File: config.mk
export PLATFORM = sky130hd
export DESIGN_NAME = review2015_delay_timer_flat
export DESIGN_NICKNAME = d
export VERILOG_FILES = /design/src/rtl/review2015_pkg.sv /design/src/rtl/review2015_delay_timer_if.sv /design/src/rtl/review2015_unit_prescaler.sv /design/src/rtl/review2015_delay_timer.sv /design/src/flat_wrapper.sv
export SDC_FILE = /design/constraint.sdc
export NUM_CORES = 1
export LEC_CHECK = 0
export BUFFER_PORTS_ARGS = -buffer_cell sky130_fd_sc_hd__buf_2
export CORE_MARGIN = 10
export CORE_UTILIZATION = 49
export DETAILED_ROUTE_END_ITERATION = 8
export PLACE_DENSITY = 0.78
export REMOVE_ABC_BUFFERS = 1
export SYNTH_ARGS = -nofsm -noshare
export SYNTH_HDL_FRONTEND = slang
export SYNTH_HIERARCHICAL = 1
export SYNTH_SLANG_ARGS = --single-unit
export TNS_END_PERCENT = 10
File: constraint.sdc
create_clock -name clk -period 4.8 [get_ports clk]
set_input_delay 0.24 -clock clk [delete_from_list [all_inputs] [get_ports clk]]
set_output_delay 0.24 -clock clk [all_outputs]
set_load 0.02 [all_outputs]
File: src/rtl/review2015_pkg.sv
// Shared constants for the 2015 review timer: delay/prescaler sizing and the
// one-hot state indices of the upstream timer FSM.
package review2015_pkg;

    localparam int DELAY_W     = 4;
    localparam int UNIT_CYCLES = 1000;
    localparam int PRE_W       = 10;

    // Bit positions of the one-hot FSM state vector that drives this stage.
    typedef enum logic [3:0] {
        S     = 4'd0,
        S1    = 4'd1,
        S11   = 4'd2,
        S110  = 4'd3,
        B0    = 4'd4,
        B1    = 4'd5,
        B2    = 4'd6,
        B3    = 4'd7,
        COUNT = 4'd8,
        WAIT  = 4'd9
    } state_idx_t;

endpackage

File: src/rtl/review2015_delay_timer_if.sv
// FSM <-> delay timer signal bundle. Defining REVIEW2015_PAR_LOAD_EN adds the
// parallel load path (load, delay_in).
interface review2015_delay_timer_if;
    import review2015_pkg::*;

    logic               data;
    logic               shift_ena;
    logic               counting;
    logic               done_counting;
    logic [DELAY_W-1:0] count;
`ifdef REVIEW2015_PAR_LOAD_EN
    logic               load;
    logic [DELAY_W-1:0] delay_in;

    modport master (output data, shift_ena, counting, load, delay_in,
                    input  done_counting, count);
    modport slave  (input  data, shift_ena, counting, load, delay_in,
                    output done_counting, count);
`else
    modport master (output data, shift_ena, counting,
                    input  done_counting, count);
    modport slave  (input  data, shift_ena, counting,
                    output done_counting, count);
`endif

endinterface

File: src/rtl/review2015_unit_prescaler.sv
// Mod-UNIT_CYCLES counter; tick marks the last cycle of each delay unit while
// running. Any cycle without run restarts the unit from zero.
module review2015_unit_prescaler #(
    parameter int UNIT_CYCLES = 1000,
    parameter int PRE_W       = 10
) (
    input  logic clk,
    input  logic reset,
    input  logic run,
    input  logic clr,
    output logic tick
);

    localparam logic [PRE_W-1:0] LAST = PRE_W'(UNIT_CYCLES - 1);

    logic [PRE_W-1:0] cnt;

    assign tick = run & (cnt == LAST);

    always_ff @(posedge clk) begin
        if (reset || clr || !run || tick) begin
            cnt <= '0;
        end else begin
            cnt <= cnt + 1'b1;
        end
    end

endmodule

File: src/rtl/review2015_delay_timer.sv
// Delay timer datapath: serial delay capture and (delay+1)*UNIT_CYCLES timeout.
// Optional parallel load enabled by REVIEW2015_PAR_LOAD_EN.
module review2015_delay_timer
    import review2015_pkg::*;
(
    input  logic clk,
    input  logic reset,
    review2015_delay_timer_if.slave bus
);

    localparam logic [DELAY_W-1:0] ONE = DELAY_W'(1);

    logic [DELAY_W-1:0] delay;
    logic               clr;
    logic               run;
    logic               tick;

`ifdef REVIEW2015_PAR_LOAD_EN
    assign clr = bus.load | bus.shift_ena;
`else
    assign clr = bus.shift_ena;
`endif
    // Loading or shifting always beats counting, so the unit cannot run then.
    assign run = bus.counting & ~clr;

    review2015_unit_prescaler #(
        .UNIT_CYCLES (UNIT_CYCLES),
        .PRE_W       (PRE_W)
    ) u_prescaler (
        .clk   (clk),
        .reset (reset),
        .run   (run),
        .clr   (clr),
        .tick  (tick)
    );

    always_ff @(posedge clk) begin
        if (reset) begin
            delay <= '0;
`ifdef REVIEW2015_PAR_LOAD_EN
        end else if (bus.load) begin
            delay <= bus.delay_in;
`endif
        end else if (bus.shift_ena) begin
            delay <= {delay[DELAY_W-2:0], bus.data};
        end else if (tick && (delay != '0)) begin
            delay <= delay - ONE;
        end
    end

    // At delay 0 the terminal unit tick is the timeout itself; delay holds 0.
    assign bus.done_counting = tick & (delay == '0);
    assign bus.count         = delay;

endmodule

File: src/flat_wrapper.sv
// flat-port wrapper written by rule: the top's interface ports become plain ports
module review2015_delay_timer_flat import review2015_pkg::*;
  (clk, reset, bus_data, bus_shift_ena, bus_counting, bus_done_counting, bus_count);
  review2015_delay_timer_if bus_i ();
  input  logic clk;
  input  logic reset;
  input wire logic [$bits(bus_i.data)-1:0] bus_data;
  input wire logic [$bits(bus_i.shift_ena)-1:0] bus_shift_ena;
  input wire logic [$bits(bus_i.counting)-1:0] bus_counting;
  output wire logic [$bits(bus_i.done_counting)-1:0] bus_done_counting;
  output wire logic [$bits(bus_i.count)-1:0] bus_count;
  assign bus_i.data = bus_data;
  assign bus_i.shift_ena = bus_shift_ena;
  assign bus_i.counting = bus_counting;
  assign bus_done_counting = bus_i.done_counting;
  assign bus_count = bus_i.count;
  review2015_delay_timer u_core (.clk(clk), .reset(reset), .bus(bus_i));
endmodule
==> run_results.csv, run 1 <==
group,metric,value,unit
cells_and_area,final_nets,102,
critical_path,cp-startpoint,"u_core/u_prescaler/cnt[0]",
sta,slew_viol_final,0,
critical_path,r2r-start,"u_core/u_prescaler/cnt[0]",
grt,track_usage,9.486,%
clock_tree,ctsLongestPathBuffers,2,
sta,finClkSkew,0.0005712,ns
yosys,ys_ff_latch,14,
power_and_ir_drop,p_total,225.0,uW
grt,antenna_found_initial,0,
die,die_w,57.51,um
power_and_ir_drop,powerDensity,285.0,nW/um^2
clock_tree,cts_tree,"yes",
die,placementRows,13,
sta,period_minus_slack,2.241,ns
yosys,seq_area_frac_synth,40.65,%
clock_tree,cts-root-buf,"clkbuf_4",
critical_path,reg2reg_to,"u_core/bus.count[3]",
yosys,synth_cells,81,
clock_tree,cts.clk_slew.worst_paths,0.09,ns
die,die_h,57.51,um
worst_hold_path,min_path_type,"input pin to register",
place,gp_congestion,0.8677,
power_and_ir_drop,p_leak,0.0002741,uW
yosys,synth_cell_types,29,
critical_path,reg2reg_slack,2.75,ns
yosys,syn_avg_cell_area,8.511,um^2
grt,grt_pass1_wl,2.484,mm
clock_tree,clk_latency,0.28,ns
critical_path,slowest_stage,"dfxtp_1",
clock_tree,post_cts_buffers,0,
place,place_area,753.2,um^2
yosys,synthesis.area,689.4,um^2
sta,setup_tns,0,ns
route,drc,0,
power_and_ir_drop,vdd_drop_max,0.1741,mV
grt,grt_max_degree,9,
critical_path,crit_arrival,2.00,ns
sta,tightest_slew,0.4155,ns
yosys,synth_edf_count,0,
cells_and_area,final_cell_mix,"nor2_1, dfxtp_1, buf_2",
cells_and_area,syn_to_final_growth,14.52,%
sta,setup_viol,0,
cells_and_area,layout-drive-gt1-share,18.09,%
critical_path,worst_path_largest_cell_delay,0.38,ns
clock_tree,cts_buffers,3,
critical_path,critPathKind,"register to output port",
die,core-area,1318,um^2
sta,rsz0062_at_grt,"no",
route,viasPerCell,5.606,
cells_and_area,diodes,0,
critical_path,crit_chain,"ha_1 -> and3_2 -> nand3_1 -> nor2_1 -> nand2_1 -> nor3_1 -> buf_2",
yosys,synth_ff_type,"dfxtp_1",
worst_hold_path,worstHoldStart,"reset",
sta,finalCritPeriodShare,46.68,%
critical_path,r2r_cells,7,
clock_tree,ctsResizeCount,0,
sta,max_freq,446.3,MHz
clock_tree,clock-sinks,14,
route,routedWlPerCell,13.42,um
route,drt_iter0_drc,18,
yosys,ys_async_sr_fraction,0,%
critical_path,start_kind,"register",
route,vias,611,
cells_and_area,final_common_cell,"nor2_1",
clock_tree,cts_hold_buffers,0,
cells_and_area,fin_area,789.5,um^2
critical_path,cp_top_family,"simple AND/OR/NAND/NOR gates",
die,initial_core_util,52.33,%
die,die-area,3307,um^2
sta,relSlewSlack,72.24,%
sta,finalHoldViolations,0,
critical_path,cp-endpoint,"bus_done_counting",
cells_and_area,utilization,59.92,%
critical_path,cp_num_buf_inv,1,
clock_tree,cts_max_level,1,
grt,grt_pass1_vias,579,
flow_run,maxCapViolCount,0,
place,hpwlAfterDp,1.036,mm
die,io_pins,10,
critical_path,cp.required,4.56,ns
yosys,yosysWarnings,6,
critical_path,cp_max_fo,7,
route,finalWirelength,1.463,mm
critical_path,cp.depth,7,
route,drt_first_pass_iters,4,
outcome,status,"finished, final reports clean",
grt,grt_overflow,0,
place,io_buffers,9,
critical_path,cp-end-kind,"output port",
route,ant_nets,0,
[sequential cells by signal (all words and copies together) (netlist names)]
name and cells:
u_core/bus.count 4, u_core/u_prescaler/cnt 10
[per-layer routing]
| metal | global-route usage (%) | vias to the layer above | share of wire (%) |
|---|---|---|---|
| li1 | - | 322 | - |
| met1 | 9.852 | 278 | 46 |
| met2 | 15.18 | 9 | 47 |
| met3 | 4.867 | 2 | 5.9 |
| met4 | 5.034 | 0 | 0.89 |
| met5 | 0 | - | 0 |
[how the worst min path moves through the flow]
stage,to,cells after the start
after floorplan,u_core/bus.count[0],1
after global routing,u_core/bus.count[3],2
final,u_core/bus.count[3],2
after CTS,u_core/bus.count[0],2
after detailed placement,u_core/u_prescaler/cnt[0],1
after global placement,u_core/u_prescaler/cnt[0],1
[cells in the mapped netlist (all sizes together) (2+ instances only)]
master   n  area share, %
nor3     4            2.9
ha       2            3.6
nand2    3            1.6
xor2     2            2.5
nand4    3            2.7
a21oi    4            2.9
xnor2    3            3.8
dfxtp   14             41
nor2    15            8.2
a211oi   3            3.3
nand3    7            5.8
inv      5            2.7
[cell families after synthesis]
| family | share of synthesized area, % |
|---|---|
| simple gates | 29.58 |
| buf+inv | 2.723 |
| fa+ha+maj | 3.629 |
| flops | 40.65 |
| compound gates | 15.61 |
| mux | 1.452 |
| xor+xnor | 6.353 |
[metrics by stage]
stage / instances / hold WS [ns] / setup slack, ns
floorplan: 81 / 0.3121 / 2.874
global placement: 105 / 0.4417 / 2.850
detailed placement: 105 / 0.4464 / 2.793
CTS: 109 / 0.1983 / 2.543
global route: 109 / 0.2011 / 2.334
finish: 109 / 0.2074 / 2.559
[power breakdown]
group	internal [uW]	switching, uW
sequential	118	2.50
combinational	7.87	11.1
clock	46.1	39.2
[final cells by class]
cell class / count / area [um^2]
Clock buffer: 4 / 36.28
Fill cell: 118 / 528.0
Inverter: 5 / 18.77
Multi-Input combinational cell: 62 / 390.4
Sequential cell: 14 / 280.3
Tap cell: 15 / 18.77
Timing Repair Buffer: 9 / 45.04
(Power assumes the default switching activity.)
==> run 2, diff against run 1 <==
CORE_UTILIZATION = 47   (was 49)
clock period = 2 ns   (was 4.8 ns; I/O delays follow)
==> run 2 against run 1 <==
Power grew 140%. Worst setup slack worse by 2.4 ns. Clock skew grew 0.0017 ns. Die area is 2.8% higher. Largest cell class unchanged. Worst hold slack worse by 0.13 ns. Sequential power increased by 140%. Largest power group unchanged.
==> run_results.csv, run 2 (synthesized netlist as in run 1, its figures left out) <==
group,metric,value,unit
critical_path,cp-end-kind,"output port",
route,ant_nets,0,
cells_and_area,fill_cells,121,
route,finalWirelength,1.440,mm
grt,track_usage,8.743,%
grt,grt_pass1_vias,573,
outcome,status,"finished, final reports clean",
sta,setup_viol,0,
cells_and_area,syn_to_final_growth,20.33,%
flow_run,maxCapViolCount,0,
die,core-area,1350,um^2
grt,grt_pass1_wl,2.408,mm
cells_and_area,final_common_cell,"nor2_1",
power_and_ir_drop,p_total,536.1,uW
clock_tree,cts_max_level,1,
sta,finalCritPeriodShare,93.12,%
die,die-area,3399,um^2
clock_tree,clock-sinks,14,
place,hpwlAfterDp,1.029,mm
clock_tree,post_cts_buffers,0,
power_and_ir_drop,powerDensity,646.3,nW/um^2
clock_tree,cts.clk_slew.worst_paths,0.08,ns
clock_tree,cts-root-buf,"clkbuf_4",
die,die_h,58.30,um
clock_tree,cts_tree,"yes",
power_and_ir_drop,vdd_drop_max,0.4656,mV
clock_tree,cts_buffers,3,
critical_path,cp_max_fo,6,
sta,finClkSkew,0.002253,ns
die,initial_core_util,51.07,%
clock_tree,ctsLongestPathBuffers,2,
die,io_pins,10,
critical_path,crit_arrival,1.76,ns
place,io_buffers,9,
cells_and_area,utilization,61.45,%
sta,tightest_slew,0.3754,ns
cells_and_area,diodes,0,
sta,rsz0062_at_grt,"no",
cells_and_area,final_nets,103,
route,drt_first_pass_iters,4,
critical_path,critPathKind,"register to output port",
sta,max_freq,536.9,MHz
sta,finalHoldViolations,0,
cells_and_area,final_cell_mix,"nor2_1, dfxtp_1, buf_2",
cells_and_area,regMostFlops,"u_core/u_prescaler/cnt",
critical_path,r2r_cells,7,
sta,setup_tns,0,ns
die,die_w,58.30,um
route,routedWlPerCell,13.09,um
sta,slew_viol_final,0,
clock_tree,clk_latency,0.28,ns
cells_and_area,layout-drive-gt1-share,25.26,%
grt,grt_max_degree,9,
sta,relSlewSlack,74.62,%
worst_hold_path,whs_path_depth,2,
route,viasPerCell,5.664,
route,vias,623,
critical_path,start_kind,"register",
grt,antenna_found_initial,0,
grt,grt_overflow,0,
route,drt_iter0_drc,16,
die,placementRows,13,
sta,period_minus_slack,1.862,ns
cells_and_area,largest_reg_flops,10,
worst_hold_path,min_path_type,"input pin to register",
critical_path,cp.required,1.90,ns
place,gp_congestion,0.8426,
power_and_ir_drop,p_leak,0.0002813,uW
route,drc,0,
clock_tree,cts_hold_buffers,0,
[run 2: final timing paths]
path | from | to | slack (ns)
worst max-delay path | u_core/u_prescaler/cnt[0] | bus_done_counting | 0.14
worst min-delay path | reset | u_core/bus.count[3] | 0.07
worst max register to register | u_core/u_prescaler/cnt[0] | u_core/bus.count[3] | 0.25
worst min register to register | u_core/u_prescaler/cnt[0] | u_core/u_prescaler/cnt[0] | 0.45
[run 2: metrics by stage]
stage	hold WS, ns	std cells	setup slack, ns	area [um^2]
after CTS	0.05802	110	0.001513	799.5
after detailed placement	0.3664	106	0.1990	760.7
after floorplan	0.1721	81	0.1570	689.4
after global routing	0.08492	110	0.009417	829.5
final	0.07273	110	0.1375	829.5
after global placement	0.3630	106	0.2614	760.7
[run 2: timing repair]
item | CTS | global route
pin swaps | 0 | 1
resized for setup | 1 | 8
endpoints found under the setup margin | 1 | 2
[run 2: critical path, cell delays in order, from the launching register on]
cell     delay [ns]
dfxtp_4        0.38
ha_4           0.15
and3_2         0.20
nand3_2        0.10
nor2_2         0.14
buf_4          0.15
nand2_1        0.08
nor3_2         0.11
buf_4          0.16
[run 2: area by class of cell]
type / count / area (um^2) / share of cell area [%]
multi-input combinational: 62 / 415.4 / 50.08
sequential: 14 / 285.3 / 34.39
timing repair buffer: 10 / 55.05 / 6.636
clock buffer: 4 / 36.28 / 4.374
inverter: 5 / 18.77 / 2.262
tap: 15 / 18.77 / 2.262
[run 2: report_power, final]
group | leakage [uW] | internal [uW] | switching (uW) | total, uW
logic | 0.000145 | 19.1 | 26.6 | 45.7
clock network | 0.0000210 | 111 | 90.1 | 201
registers | 0.000115 | 283 | 6.83 | 290
[run 2: metal layers]
| metal | track usage [%] | routed length [um] | vias up |
|---|---|---|---|
| met2 | 13.35 | 661 | 17 |
| met5 | 0 | 0 | - |
| met3 | 2.790 | 91 | 4 |
| met4 | 6.040 | 39 | 0 |
| li1 | - | - | 325 |
| met1 | 10.09 | 648 | 277 |
==> run 3, diff against run 2 <==
CORE_UTILIZATION = 49   (was 47)
clock period = 1.75 ns   (was 2 ns; I/O delays follow)
==> run 3 against run 2 <==
Register-to-register slack lost 0.24 ns. Via count grew 9.0%. Worst hold slack gained 0.0025 ns. Sequential power grew 14%. Routed wire length grew 20%. First-iteration DRC count grew 44%. Sequential share of layout area shrank 5.3 points. Cell area grew 17%. Cell count grew 10%. Critical path type is now register to register. Global-route usage grew 1.5 points.
==> run_results.csv, run 3 (synthesized netlist as in run 1, its figures left out) <==
group,metric,value,unit
outcome,status,"finished, final reports clean",
critical_path,crit_arrival,1.91,ns
clock_tree,ctsLongestPathBuffers,2,
power_and_ir_drop,p_total,620.4,uW
sta,rsz0062_at_grt,"yes",
critical_path,reg2reg_slack,0.01,ns
worst_hold_path,worstHoldStart,"reset",
sta,finalCritPeriodShare,99.33,%
cells_and_area,final_nets,114,
grt,grt_pass1_vias,652,
route,drc,0,
place,hpwlAfterDp,1.141,mm
die,initial_core_util,52.33,%
critical_path,critPathKind,"register to register",
sta,finClkSkew,0.002212,ns
clock_tree,cts_max_level,1,
clock_tree,cts-root-buf,"clkbuf_4",
cells_and_area,fin_area,970.9,um^2
die,core-area,1318,um^2
sta,max_freq,575.3,MHz
clock_tree,cts_buffers,3,
worst_hold_path,min_path_type,"input pin to register",
grt,grt_max_degree,9,
grt,grt_overflow,0,
sta,period_minus_slack,1.738,ns
route,ant_nets,0,
critical_path,cp-startpoint,"u_core/u_prescaler/cnt[0]",
place,gp_congestion,0.8502,
critical_path,cp.required,1.93,ns
cells_and_area,final_cell_mix,"nor2_1, dfxtp_1, buf_4",
grt,track_usage,10.22,%
power_and_ir_drop,powerDensity,639.0,nW/um^2
clock_tree,clock-sinks,14,
die,die_w,57.51,um
clock_tree,clk_latency,0.27,ns
place,place_area,783.3,um^2
die,placementRows,13,
sta,slew_viol_final,0,
critical_path,r2r-start,"u_core/u_prescaler/cnt[0]",
critical_path,start_kind,"register",
route,viasPerCell,5.612,
route,vias,679,
flow_run,maxCapViolCount,0,
cells_and_area,diodes,0,
route,finalWirelength,1.722,mm
sta,setup_tns,0,ns
sta,relSlewSlack,72.32,%
grt,grt_pass1_wl,2.808,mm
cells_and_area,fill_cells,102,
sta,finalHoldViolations,0,
clock_tree,cts.clk_slew.worst_paths,0.08,ns
cells_and_area,largest_reg_flops,10,
cells_and_area,final_common_cell,"nor2_1",
die,die-area,3307,um^2
route,drt_iter0_drc,23,
sta,whs,0.07521,ns
sta,setup_viol,0,
cells_and_area,regMostFlops,"u_core/u_prescaler/cnt",
power_and_ir_drop,p_leak,0.0003484,uW
critical_path,cp-end-kind,"register",
sta,tightest_slew,0.4143,ns
die,io_pins,10,
die,die_h,57.51,um
route,drt_first_pass_iters,5,
grt,antenna_found_initial,0,
cells_and_area,syn_to_final_growth,40.83,%
place,io_buffers,9,
power_and_ir_drop,vdd_drop_max,0.3844,mV
cells_and_area,layout-drive-gt1-share,37.74,%
route,routedWlPerCell,14.23,um
critical_path,cp_max_fo,4,
clock_tree,cts_tree,"yes",
[run 3: changes by cell type in the layout (fill, tap and decap cells not counted), moves of 2 or more]
cell      delta
a211oi_1     -2
a211oi_2     +2
buf_4        +9
buf_6        +2
[run 3: area by class of cell]
class	instances	area [um^2]	share of cell area, %
sequential	14	282.8	29.12
inverter	5	18.77	1.933
timing repair buffer	21	145.1	14.95
multi-input combinational	62	469.2	48.32
tap	15	18.77	1.933
clock buffer	4	36.28	3.737
[run 3: worst paths after layout]
kind	end	depth (start not counted)
setup / recovery	u_core/bus.count[1]	9
hold / removal	u_core/bus.count[2]	2
setup reg to reg	u_core/bus.count[1]	9
hold reg to reg	u_core/u_prescaler/cnt[0]	2
[run 3: what timing repair did]
| item | CTS | global route |
|---|---|---|
| pin swaps | 3 | 4 |
| setup endpoints to repair | 3 | 4 |
| gates cloned | 0 | 0 |
| resized for setup | 13 | 7 |
| hold buffers | 0 | 0 |
| setup buffers | 4 | 4 |
[run 3: stage by stage]
step           setup WS [ns]  utilization, %  instances
5_1_grt             -0.03572           73.69        121
2_1_floorplan       -0.09299               -         81
3_5_place_dp         0.01797           59.45        109
4_1_cts             -0.02185           68.09        117
3_3_place_gp          0.1176           59.45        109
6_report             0.01179           73.69        121
[run 3: per-layer routing]
layer | routed length (um) | up-vias | global-route usage, %
met5 | 0 | - | 0
met4 | 26 | 0 | 4.027
met3 | 99 | 4 | 4.867
met2 | 888 | 16 | 17.79
met1 | 707 | 316 | 10.17
li1 | - | 343 | -
[run 3: critical path: stages (launching register included)]
cell,delay (ns)
dfxtp_2,0.34
ha_4,0.16
and3_4,0.18
nand3_4,0.10
nor2_4,0.04
buf_6,0.12
buf_6,0.11
buf_4,0.13
a2111o_1,0.37
o311ai_2,0.09
[run 3: report_power, final]
part           leakage, uW  switching (uW)  internal, uW
Sequential        0.000115            7.97           324
Combinational     0.000213            36.6          27.6
Clock            0.0000210            97.3           127
